==> config.mk <==
export PLATFORM = sky130hd
export DESIGN_NAME = gb_lcd_tx
export DESIGN_NICKNAME = d
export VERILOG_FILES = /design/src/rtl/gb_lcd_pkg.sv /design/src/rtl/gb_lcd_cpgen.sv /design/src/rtl/gb_lcd_tx.sv
export SDC_FILE = /design/constraint.sdc
export NUM_CORES = 1
export LEC_CHECK = 0
export ABC_CLOCK_PERIOD_IN_PS = 5500
export CAP_MARGIN = 10
export CORE_ASPECT_RATIO = 1.2
export CORE_UTILIZATION = 44
export CTS_CLUSTER_DIAMETER = 200
export DETAILED_ROUTE_END_ITERATION = 7
export GPL_TIMING_DRIVEN = 1
export PLACE_DENSITY = 0.64
export SYNTH_ARGS = -nofsm -noshare
export SYNTH_HDL_FRONTEND = slang
export SYNTH_SLANG_ARGS = --single-unit
==> constraint.sdc <==
create_clock -name clk -period 5.5 [get_ports clk]
set_clock_uncertainty 0.2 [all_clocks]
set_input_delay 0.55 -clock clk [delete_from_list [all_inputs] [get_ports clk]]
set_output_delay 0.55 -clock clk [all_outputs]
set_load 0.05 [all_outputs]
==> src/rtl/gb_lcd_pkg.sv <==
// Shared definitions for the DMG LCD link: panel geometry, framebuffer
// address width, pixel type and the transmitter FSM states. The capture
// reader imports the same package, so both ends agree on geometry.
package gb_lcd_pkg;

    // Panel geometry of the DMG LCD
    localparam int H_ACTIVE   = 160;   // pixels per line
    localparam int V_ACTIVE   = 144;   // active lines per frame
    localparam int V_TOTAL    = 154;   // lines per frame including vblank
    localparam int LINE_TOTAL = 228;   // cp periods per line
    localparam int HS_WIDTH   = 4;     // cp periods of hs at line start

    // Framebuffer geometry: 160 x 144 pixels, row stride fixed at 160
    localparam int FB_AW      = 15;
    localparam int FB_STRIDE  = 160;

    // Counter widths (x up to LINE_TOTAL-1, y up to V_TOTAL-1)
    localparam int X_W        = 8;
    localparam int Y_W        = 8;

    // One 2bpp pixel: bit 1 drives d1, bit 0 drives d0
    typedef logic [1:0] gb_pixel_t;

    // Transmitter FSM states
    typedef enum logic {
        ST_IDLE  = 1'b0,
        ST_FRAME = 1'b1
    } lcd_state_t;

    // Framebuffer address of pixel (px, y): y*160 + px, with the multiply
    // by 160 done as (y<<7) + (y<<5) so no multiplier is needed.
    function automatic logic [FB_AW-1:0] fb_addr_of(
        input logic [Y_W-1:0] y,
        input logic [X_W-1:0] px
    );
        logic [FB_AW-1:0] yw;
        yw = FB_AW'(y);
        return (yw << 7) + (yw << 5) + FB_AW'(px);
    endfunction

endpackage

==> src/rtl/gb_lcd_cpgen.sv <==
// Pixel clock generator for the DMG LCD transmitter. A divider counts
// 0..CLK_DIV-1 per cp half-period and toggles the cp flop on wrap. The
// cp_rise / cp_fall strobes are high for the single clk cycle whose
// closing edge makes cp rise / fall, so the caller can update its own
// registers on exactly the same edge. While run is low cp is held low
// and the divider is parked at 0, so a new run always starts with a
// full low half-period.
module gb_lcd_cpgen #(
    parameter int CLK_DIV = 2
) (
    input  logic clk,
    input  logic rst_n,
    input  logic run,
    output logic cp,
    output logic cp_rise,
    output logic cp_fall
);

    localparam int DIV_W = (CLK_DIV > 1) ? $clog2(CLK_DIV) : 1;

    logic [DIV_W-1:0] div_q;
    logic [DIV_W-1:0] div_d;
    logic             cp_q;
    logic             cp_d;
    logic             wrap;

    // Divider next-state: count while running, toggle cp on wrap
    always_comb begin
        wrap  = run && (div_q == DIV_W'(CLK_DIV - 1));
        div_d = div_q;
        cp_d  = cp_q;
        if (!run) begin
            div_d = '0;
            cp_d  = 1'b0;
        end else if (wrap) begin
            div_d = '0;
            cp_d  = ~cp_q;
        end else begin
            div_d = div_q + DIV_W'(1);
        end
    end

    // Divider and cp flop; cp is driven straight from a flop so it never glitches
    always_ff @(posedge clk or negedge rst_n) begin
        if (!rst_n) begin
            div_q <= '0;
            cp_q  <= 1'b0;
        end else begin
            div_q <= div_d;
            cp_q  <= cp_d;
        end
    end

    assign cp      = cp_q;
    assign cp_rise = wrap && !cp_q;
    assign cp_fall = wrap &&  cp_q;

endmodule

==> src/rtl/gb_lcd_tx.sv <==
// DMG LCD link transmitter. Reads a 160x144x2bpp framebuffer through a
// synchronous read port and drives cp/hs/vs/d0/d1 the way a DMG LCD port
// does. x counts cp periods within a line, y counts lines within a frame.
// Each cp period starts at a cp falling edge: hs/vs/d are registered on
// that edge and stay stable through the following rising edge, where the
// receiver samples them. The address of the next pixel is issued on the
// rising edge, giving the RAM at least CLK_DIV clks before the data is
// captured on the next falling edge.
module gb_lcd_tx #(
    parameter int CLK_DIV    = 2,
    parameter int H_ACTIVE   = gb_lcd_pkg::H_ACTIVE,
    parameter int V_ACTIVE   = gb_lcd_pkg::V_ACTIVE,
    parameter int V_TOTAL    = gb_lcd_pkg::V_TOTAL,
    parameter int LINE_TOTAL = gb_lcd_pkg::LINE_TOTAL,
    parameter int HS_WIDTH   = gb_lcd_pkg::HS_WIDTH
) (
    input  logic                         clk,
    input  logic                         rst_n,
    input  logic                         enable,
    output logic [gb_lcd_pkg::FB_AW-1:0] fb_addr,
    input  logic [1:0]                   fb_q,
    output logic                         cp,
    output logic                         hs,
    output logic                         vs,
    output logic                         d0,
    output logic                         d1,
    output logic                         frame_sof,
    output logic                         busy
);

    import gb_lcd_pkg::FB_AW;
    import gb_lcd_pkg::X_W;
    import gb_lcd_pkg::Y_W;
    import gb_lcd_pkg::gb_pixel_t;
    import gb_lcd_pkg::lcd_state_t;
    import gb_lcd_pkg::ST_IDLE;
    import gb_lcd_pkg::ST_FRAME;
    import gb_lcd_pkg::fb_addr_of;

    // Registered state and outputs
    lcd_state_t        state_q,   state_d;
    logic [X_W-1:0]    x_q,       x_d;
    logic [Y_W-1:0]    y_q,       y_d;
    logic              hs_q,      hs_d;
    logic              vs_q,      vs_d;
    gb_pixel_t         pix_q,     pix_d;
    logic [FB_AW-1:0]  fb_addr_q, fb_addr_d;
    logic              sof_q,     sof_d;
    logic              busy_q,    busy_d;

    // Pixel clock strobes
    logic              run;
    logic              cp_rise;
    logic              cp_fall;

    // Position of the cp period that follows the current one
    logic              line_end;
    logic              frame_end;
    logic [X_W-1:0]    x_next;
    logic [Y_W-1:0]    y_next;
    logic [X_W-1:0]    px_next;

    // True when cp period x of line y carries a framebuffer pixel
    function automatic logic is_active(
        input logic [X_W-1:0] x,
        input logic [Y_W-1:0] y
    );
        return (int'(y) < V_ACTIVE) &&
               (int'(x) >= HS_WIDTH) &&
               (int'(x) <  HS_WIDTH + H_ACTIVE);
    endfunction

    assign run = (state_q == ST_FRAME);

    gb_lcd_cpgen #(
        .CLK_DIV (CLK_DIV)
    ) u_cpgen (
        .clk     (clk),
        .rst_n   (rst_n),
        .run     (run),
        .cp      (cp),
        .cp_rise (cp_rise),
        .cp_fall (cp_fall)
    );

    // The line wrap always lands on x=0, which lies inside hsync, so the
    // next-pixel test never has to look across a line boundary.
    assign line_end  = (x_q == X_W'(LINE_TOTAL - 1));
    assign frame_end = line_end && (y_q == Y_W'(V_TOTAL - 1));
    assign x_next    = line_end ? '0 : x_q + X_W'(1);
    assign y_next    = line_end ? (frame_end ? '0 : y_q + Y_W'(1)) : y_q;
    assign px_next   = x_next - X_W'(HS_WIDTH);

    // FSM, counters, fetch address and output registers: next-state logic
    always_comb begin
        state_d   = state_q;
        x_d       = x_q;
        y_d       = y_q;
        hs_d      = hs_q;
        vs_d      = vs_q;
        pix_d     = pix_q;
        fb_addr_d = fb_addr_q;
        sof_d     = 1'b0;
        busy_d    = busy_q;

        unique case (state_q)
            ST_IDLE: begin
                if (enable) begin
                    // First period of line 0 starts now with cp low
                    state_d = ST_FRAME;
                    x_d     = '0;
                    y_d     = '0;
                    hs_d    = 1'b1;
                    vs_d    = 1'b1;
                    pix_d   = '0;
                    sof_d   = 1'b1;
                    busy_d  = 1'b1;
                end
            end

            ST_FRAME: begin
                // Issue the address of the pixel shown in the next period
                if (cp_rise && is_active(x_next, y_q)) begin
                    fb_addr_d = fb_addr_of(y_q, px_next);
                end

                // Advance one cp period; capture RAM data for it
                if (cp_fall) begin
                    if (frame_end && !enable) begin
                        state_d = ST_IDLE;
                        x_d     = '0;
                        y_d     = '0;
                        hs_d    = 1'b0;
                        vs_d    = 1'b0;
                        pix_d   = '0;
                        busy_d  = 1'b0;
                    end else begin
                        x_d    = x_next;
                        y_d    = y_next;
                        hs_d   = (int'(x_next) < HS_WIDTH);
                        vs_d   = (y_next == '0);
                        pix_d  = is_active(x_next, y_next) ? gb_pixel_t'(fb_q) : '0;
                        sof_d  = frame_end;
                        busy_d = 1'b1;
                    end
                end
            end

            default: begin
                state_d = ST_IDLE;
            end
        endcase
    end

    // FSM, counters, fetch address and output registers
    always_ff @(posedge clk or negedge rst_n) begin
        if (!rst_n) begin
            state_q   <= ST_IDLE;
            x_q       <= '0;
            y_q       <= '0;
            hs_q      <= 1'b0;
            vs_q      <= 1'b0;
            pix_q     <= '0;
            fb_addr_q <= '0;
            sof_q     <= 1'b0;
            busy_q    <= 1'b0;
        end else begin
            state_q   <= state_d;
            x_q       <= x_d;
            y_q       <= y_d;
            hs_q      <= hs_d;
            vs_q      <= vs_d;
            pix_q     <= pix_d;
            fb_addr_q <= fb_addr_d;
            sof_q     <= sof_d;
            busy_q    <= busy_d;
        end
    end

    assign fb_addr   = fb_addr_q;
    assign hs        = hs_q;
    assign vs        = vs_q;
    assign d0        = pix_q[0];
    assign d1        = pix_q[1];
    assign frame_sof = sof_q;
    assign busy      = busy_q;

endmodule
Word-level counts from Yosys, hierarchy flattened:

Cells that the tools add are included.

* register bits: 40
* input port bits: 5
* logic and storage cells: 79

* add/sub/neg operators: 6
* magnitude comparators: 5
* equality and inequality tests: 5
* mux-type cells: 35
* bitwise gates (word level): 2
* reduce and logical (&&, ||, !) cells: 15

Operator list (number)
* two-way mux 8 bit: 8
* case mux 8 bit (2 select lines): 2
* < comparator 8 bit, second input constant: 3
* adder 8 x 1 -> 8 bit, second input constant: 2
* == test 8 bit, second input constant: 2
* adder 15 x 13 -> 15 bit: 1
* adder 15 x 8 -> 15 bit: 1
* two-way mux 1 bit: 15
* logical AND 1 bit: 10
* case mux 1 bit (2 select lines): 5
* >= comparator 8 x 3 -> 1 bit, second input constant: 1
* zero test 8 bit: 1
* < comparator 8 x 3 -> 1 bit, second input constant: 1
* two-way mux 2 bit: 4
* subtractor 8 x 3 -> 8 bit, second input constant: 1
* inequality test 2 x 1 -> 1 bit, second input constant: 2
* case mux 2 bit (2 select lines): 1
* AND reduction 2 bit: 2
* zero test 1 bit: 2
* inequality test 2 bit, second input constant: 1
* NOT 1 bit: 2
* adder 1 bit, second input constant: 1

Longest topological paths before layout:

Gate-level depths: netlist (run 1).

* word-level depth: 11
* depth in mapped cells: 20

Cells and area by module:

From an unflattened synthesis (run 1), not the netlist that was laid out.

* cell total of the unflattened synthesis: 278
* area total of the unflattened synthesis: 2758.9 sq um

Modules (own cells, without submodules)
* gb_lcd_tx: instances 1, cells an instance 270, area each 2670.1 sq um
* gb_lcd_cpgen: instances 1, cells an instance 8, area each 88.8 sq um

Worst setup path after synthesis (run 1):

No wires, ideal clock.

* kind: flip-flop to flip-flop
* start point: register x_q[0]
* end point: register fb_addr_q[14] (netlist: fb_addr[14])
* library setup time: 125 ps
* arrival time: 4130 ps
* setup slack: 1045 ps
* cell stages (with the launch flop): 21
* buffers on the path: 3
* period minus slack after synthesis: 4455 ps
* path through: dfrtp_1 ha_1 buf_2 or4b_1 buf_6 or2_1 buf_2 nand2_1 ha_1 nand2_1 nor2_1 xnor2_1 ha_1 ha_1 fa_1 a21oi_1 o21ai_0 a211oi_1 o21bai_1 xor2_1 mux2_4

RTL lines
* start: declaration: line gb_lcd_tx.sv:42 `logic [X_W-1:0] x_q, x_d;`
* start signal: assignment: line gb_lcd_tx.sv:159 `x_q <= '0;`
* start signal: assignment: line gb_lcd_tx.sv:169 `x_q <= x_d;`
* adder 8 x 1 -> 8 bit / == test 8 bit (equally long branches): line gb_lcd_tx.sv:90, gb_lcd_tx.sv:88
* two-way mux 8 bit *: line gb_lcd_tx.sv:90 `assign x_next = line_end ? '0 : x_q + X_W'(1);`
* subtractor 8 x 3 -> 8 bit *: line gb_lcd_tx.sv:92 `assign px_next = x_next - X_W'(HS_WIDTH);`
* net px_next[2]: line gb_lcd_tx.sv:61 `logic [X_W-1:0] px_next;`
* adder 15 x 8 -> 15 bit *: line gb_lcd_pkg.sv:38 `return (yw << 7) + (yw << 5) + FB_AW'(px);`
* end signal: assignment: line gb_lcd_tx.sv:174 `fb_addr_q <= fb_addr_d;`
* end: declaration: line gb_lcd_tx.sv:47 `logic [FB_AW-1:0] fb_addr_q, fb_addr_d;`

Mark *: on every way through the listed nets, which the timed path passes. The rest lies on a longest branch.
A chain may end at the register's enable or synchronous reset.

Worst setup path in the final report (run 1):

Ends and elaborated chain as after synthesis.

==> results.yml, run 1 <==
status:
  outcome: "finished clean"
logic_synthesis:
  syn_avg_cell_area_um2: 9.84
  yosys-top-cells-count: "dfrtp_1, nand2_1, ha_1, o21ai_0, nor2_1"
  synth.cell_area_um2: 2720
  synth_top_family_by_area: "simple AND/OR/NAND/NOR gates"
  syn-num-nets: 304
  synth_compound_area_share_pct: 15.9
  yosysTopAreaCell: "dfrtp_1"
  synthCells: 276
  synth_seq_cells: 40
  netlist.area_leader.share_pct: 36.9
  synth_edf_count: 0
  synth_adder_area_share_pct: 11.2
  synth_cell_type_count: 50
  synthArstFlopShare_pct: 100
  synthFlopType: "dfrtp_1"
  synthMuxAreaShare_pct: 7.79
  synthSimpleGateAreaFrac_pct: 16.6
  synth.most_common_cell: "dfrtp_1"
  ys_warn_count: 0
  ys_seq_area_share_pct: 36.9
  synth_area_leaders: "dfrtp_1, ha_1, mux2_4"
  synth-xor-area-share_pct: 6.13
sta:
  period_share_pct: 88.6
  setup_viol: 0
  rsz0062_at_grt: "no"
  setup_ws_ps: 628
  hold_viol: 0
  timing.fmax_mhz: 205
  worst_pin_slew_ps: 900
  slew_viol_final: 0
  fin_crit_ps: 4870
  tns_ps: 0
  relSlewSlack_pct: 40.0
floorplan:
  io_pins: 27
  core_area_um2: 6010
  fp.dieArea_um2: 6490
  fp.dieW_um: 73.7
  initial_core_util_pct: 45.2
  dieHeight_um: 88.1
  rows: 31
cts:
  postCtsHoldBufs: 0
  cts.sinks: 40
  cts_setup_buffers: 0
  clock_latency_ps: 290
  cts_buffer_depth: 2
  cts_root_buf: "clkbuf_8"
  path_clk_slew_ps: 80
  cts_resized: 0
  cts_tree: "built"
  htree_levels: 2
  cts_buffers: 5
setup_path:
  start_kind: "flip-flop"
  critPathBufInv: 0
  reg2reg_depth: 17
  crit_required_ps: 5480
  max_stage_delay_ps: 630
  crit_path_frequent_cell: "ha_1"
  ff2ff_setup_slack_ps: 630
  crit_start: "x_q[0]"
  crit_arrival_ps: 4850
  crit_family: "adder cells"
  r2r_start: "x_q[0]"
  critical_path.cell_chain: "ha_1 > or4b_1 > or2_1 > nand2_1 > ha_1 > nand2_1 > nor2_1 > xnor2_1 > ha_1 > ha_1 > fa_1 > a21oi_1 > o21ai_0 > a211oi_1 > o21bai_1 > xor2_1 > mux2_4"
  cp_slowest_cell: "or4b_1"
  path_class: "flip-flop to flip-flop"
  r2r_end: "fb_addr[14]"
  cp_max_fo: 8
  endpoint_kind: "flip-flop"
power:
  powerDensity_nw_per_um2: 162
  power.leakage_nw: 1.36
  irDropWorstVdd_v: 0.000139
hold_path:
  hp-class: "primary input to async pin"
finish:
  antenna_cells: 0
  area_delta_synth_final_pct: 12.5
  fill_cells: 577
  nets: 325
  drive_gt1_share_pct: 9.76
  finalInstanceArea_um2: 3060
drt:
  postRouteAntennaNets: 0
  vias_per_cell: 5.65
  via_count: 2141
  wl_um: 5850
  drtIter0Drc: 88
  dr.pass1.iters: 4
  drc: 0
  avgRoutedWirePerCell_um: 15.4
grt:
  top_usage_layer: "met2"
  met3_usage_pct: 3.57
  grt_pass1_wl_um: 9780
  grt_usage_pct: 19.9
  grt_max_degree: 41
  use_met2_pct: 32.7
  grt_util_met1_pct: 25.6
  antenna_found_initial: 0
  grt_overflow: 0
  grt_pass1_vias: 2009
place:
  dp_slack_ps: 674
  place_area_um2: 2980
  port_buffers: 26
  globalplace.congestion: 0.932
  place_hpwl_um: 4280
flow_run:
  maxCapViolations: 0
==> logic make-up after synthesis <==
kind of cell / Yosys count
AOI/OAI and AO/OA: 64
xor gates and xnor gates: 19
adders and majority gates: 23
buffers and inverters: 25
DFF: 40
muxes: 16
and+or+nand+nor: 89
==> through the flow <==
stage                     instances  total power, mW  utilization, %  hold slack, ps
final                           379            0.494            50.8             177
after global routing            379            0.519            50.8             279
after CTS                       379            0.506            50.8             219
after detailed placement        372            0.315            49.5             284
after global placement          372            0.315            49.5             288
after floorplan                 276            0.305               -            54.4
==> worst register-to-register path, stage by stage, from the launching register on <==
cell and delay (ps):
dfrtp_1 450, ha_1 330, or4b_1 630, or2_1 400, nand2_1 160, ha_1 230
nand2_1 100, nor2_1 130, xnor2_1 140, ha_1 260, ha_1 230, fa_1 400
a21oi_1 210, o21ai_0 130, a211oi_1 240, o21bai_1 120, xor2_1 140, mux2_4 270
==> power breakdown <==
part | leakage (nW) | switching [mW] | internal (mW)
Clock | 0.0410 | 0.0988 | 0.0863
Combinational | 0.802 | 0.00993 | 0.00398
Sequential | 0.520 | 0.000417 | 0.295
==> layer usage <==
layer | share of wire, % | up-vias
met3 | 3.4 | 10
met1 | 47 | 1038
met4 | 1.7 | 0
met2 | 48 | 53
met5 | 0 | -
li1 | - | 1040
==> worst max-delay path by stage <==
stage,to,slack [ps],cells past startpoint
detailed placement,fb_addr[14],670,17
floorplan,fb_addr[14],1040,20
finish,fb_addr[14],630,17
CTS,fb_addr[14],660,17
global route,fb_addr[14],250,17
global placement,fb_addr[14],770,17
==> area by class of cell <==
| class | instances | area [um^2] | area share [%] |
|---|---|---|---|
| repair buffers | 28 | 270 | 8.85 |
| well taps | 82 | 103 | 3.36 |
| clock buffers | 6 | 72.6 | 2.38 |
| clock inverters | 1 | 5.00 | 0.164 |
| flip-flops and latches | 40 | 1000 | 32.8 |
| multi-input cells | 211 | 1560 | 51.1 |
| inverters | 11 | 41.3 | 1.35 |
==> flip-flops by register name, indices dropped and copies added, names as in the netlist <==
name,flops
hs,1
pix_q,2
frame_sof,1
fb_addr,15
run,1
u_cpgen.div_q,1
vs,1
busy,1
x_q,8
y_q,8
u_cpgen.cp,1
==> cell usage in the layout (no fill, tap or decap), types with 5 or more instances in the layout <==
cell type and instances:
a211oi_1 5, a21oi_1 9, clkbuf_8 5, clkdlybuf4s50_1 25, dfrtp_1 40, ha_1 21
inv_1 11, mux2_2 5, mux2_4 9, nand2_1 28, nand3_1 11, nor2_1 18
o21ai_0 21, o31ai_1 5, xnor2_1 12, xor2_1 7
No activity file was read; power rests on OpenSTA's default activity.
==> run 2: changes to the inputs <==
ABC_CLOCK_PERIOD_IN_PS = 5910   (was 5500)
GPL_ROUTABILITY_DRIVEN = 0   (was default)
clock period = 5.91 ns   (was 5.5 ns; I/O delays follow)
==> run 2 against run 1 <==
Compared with the run above:
- cell count is 0.26% higher
- highest routed layer unchanged
- power is 3.1% lower
- non-clock buffer count did not move
- largest cell class unchanged
- worst hold slack improved by 24 ps
- count of clock-buffer cells in the layout is the same
- fmax is 0.14% higher
- critical path type unchanged
- global-route usage is 0.28 points higher
- design area up 0.49%
- sequential power decreased by 7.1%
- critical path depth is the same
==> results.yml, run 2 (synthesis results as in run 1) <==
finish:
  stdcell_count: 380
  drive_gt1_share_pct: 10.4
  fill_cells: 556
  largest_reg_flops: 15
  area_delta_synth_final_pct: 13.1
  final_util_pct: 51.1
  final_common_cell: "dfrtp_1"
  finalInstanceArea_um2: 3070
  multi_input_area_um2: 1560
  nets: 325
  regArea_um2: 1000
  antenna_cells: 0
  final_cell_mix: "dfrtp_1, nand2_1, clkdlybuf4s50_1, o21ai_0, ha_1"
drt:
  via_count: 2135
  wl_um: 5800
  vias_per_cell: 5.62
  drtIter0Drc: 76
  dr.pass1.iters: 5
  drc: 0
  postRouteAntennaNets: 0
  avgRoutedWirePerCell_um: 15.3
status:
  outcome: "finished clean"
setup_path:
  max_stage_delay_ps: 630
  start_kind: "flip-flop"
  path_class: "flip-flop to flip-flop"
  crit_path_frequent_cell: "ha_1"
  cp_max_fo: 8
  cp_slowest_cell: "or4b_1"
  endpoint_kind: "flip-flop"
  crit_required_ps: 5900
  critical_path.cell_chain: "ha_1 > or4b_1 > or2_1 > nand2_1 > ha_1 > nand2_1 > nor2_1 > xnor2_1 > ha_1 > ha_1 > fa_1 > a21oi_1 > o21ai_0 > a211oi_1 > o21bai_1 > xor2_1 > mux2_4"
  crit_arrival_ps: 4850
sta:
  period_share_pct: 82.3
  fin_crit_ps: 4860
  worst_pin_slew_ps: 882
  rsz0062_at_grt: "no"
  setup_viol: 0
  setup_ws_ps: 1050
  slew_viol_final: 0
  hold_viol: 0
  holdWs_ps: 201
  tns_ps: 0
  relSlewSlack_pct: 41.2
  timing.fmax_mhz: 206
grt:
  grt_overflow: 0
  grt_pass1_vias: 2087
  grt_pass1_wl_um: 10100
  met3_usage_pct: 4.03
  top_usage_layer: "met2"
  antenna_found_initial: 0
  grt_usage_pct: 20.2
  use_met2_pct: 33.7
  grt_util_met1_pct: 26.4
  grt_max_degree: 41
floorplan:
  initial_core_util_pct: 45.2
  fp.dieW_um: 73.7
  core_area_um2: 6010
  io_pins: 27
  rows: 31
  fp.dieArea_um2: 6490
  dieHeight_um: 88.1
place:
  dp_slack_ps: 1070
  port_buffers: 26
  place_area_um2: 2980
  place_inst: 372
  place_hpwl_um: 4180
power:
  power_mw: 0.479
  internal-power_mw: 0.371
  powerDensity_nw_per_um2: 156
  p_sw_mw: 0.108
  swShare_pct: 22.5
  irDropWorstVdd_v: 0.0000914
  clockPowerShare_pct: 40.0
  power_frac_seq_pct: 57.3
  comb_power_share_pct: 2.7
  power.leakage_nw: 1.37
cts:
  cts_tree: "built"
  postCtsHoldBufs: 0
  clock_latency_ps: 300
  cts_setup_buffers: 0
  htree_levels: 2
  cts_root_buf: "clkbuf_8"
  cts.sinks: 40
  cts_buffers: 5
  cts_resized: 0
  path_clk_slew_ps: 80
  cts_buffer_depth: 2
hold_path:
  hp-class: "primary input to async pin"
flow_run:
  maxCapViolations: 0
[run 2: final cells by class]
cell class | count | area share (%)
multi-input cells | 211 | 50.9
flip-flops and latches | 40 | 32.6
repair buffers | 28 | 8.80
well taps | 82 | 3.34
clock buffers | 6 | 2.69
inverters | 11 | 1.34
clock inverters | 2 | 0.326
[run 2: final timing paths]
path,from,end,slack (ps),cells past startpoint
max in group asynchronous,rst_n,fb_addr[6],4740,1
worst min-delay path,rst_n,fb_addr[4],200,1
worst max-delay path,x_q[0],fb_addr[14],1050,17
min in group clk,pix_q[0],pix_q[0],300,1
worst max register to register,x_q[0],fb_addr[14],1050,17
worst min register to register,pix_q[0],pix_q[0],300,1
[run 2: critical path: cells and delay by family, from the launching register on]
| kind | cells | cell delay (ps) |
|---|---|---|
| XOR/XNOR | 2 | 280 |
| flip-flops | 1 | 450 |
| AO/OA/AOI/OAI | 4 | 690 |
| AND/OR/NAND/NOR | 5 | 1420 |
| multiplexers | 1 | 270 |
| adder cells (fa/ha/maj) | 5 | 1440 |
[run 2: per-layer routing]
metal / wire [um] / vias up
met5: 0 / -
met4: 66 / 0
met3: 175 / 6
met2: 2920 / 41
met1: 2640 / 1050
li1: - / 1038
[run 2: power by group through the flow]
stage	sequential [mW]	clock (mW)	combinational, mW
after global placement	0.280	0	0.0136
after detailed placement	0.280	0	0.0137
final	0.274	0.192	0.0129
after global routing	0.275	0.211	0.0148
after CTS	0.274	0.200	0.0137
after floorplan	0.282	0	0.00104
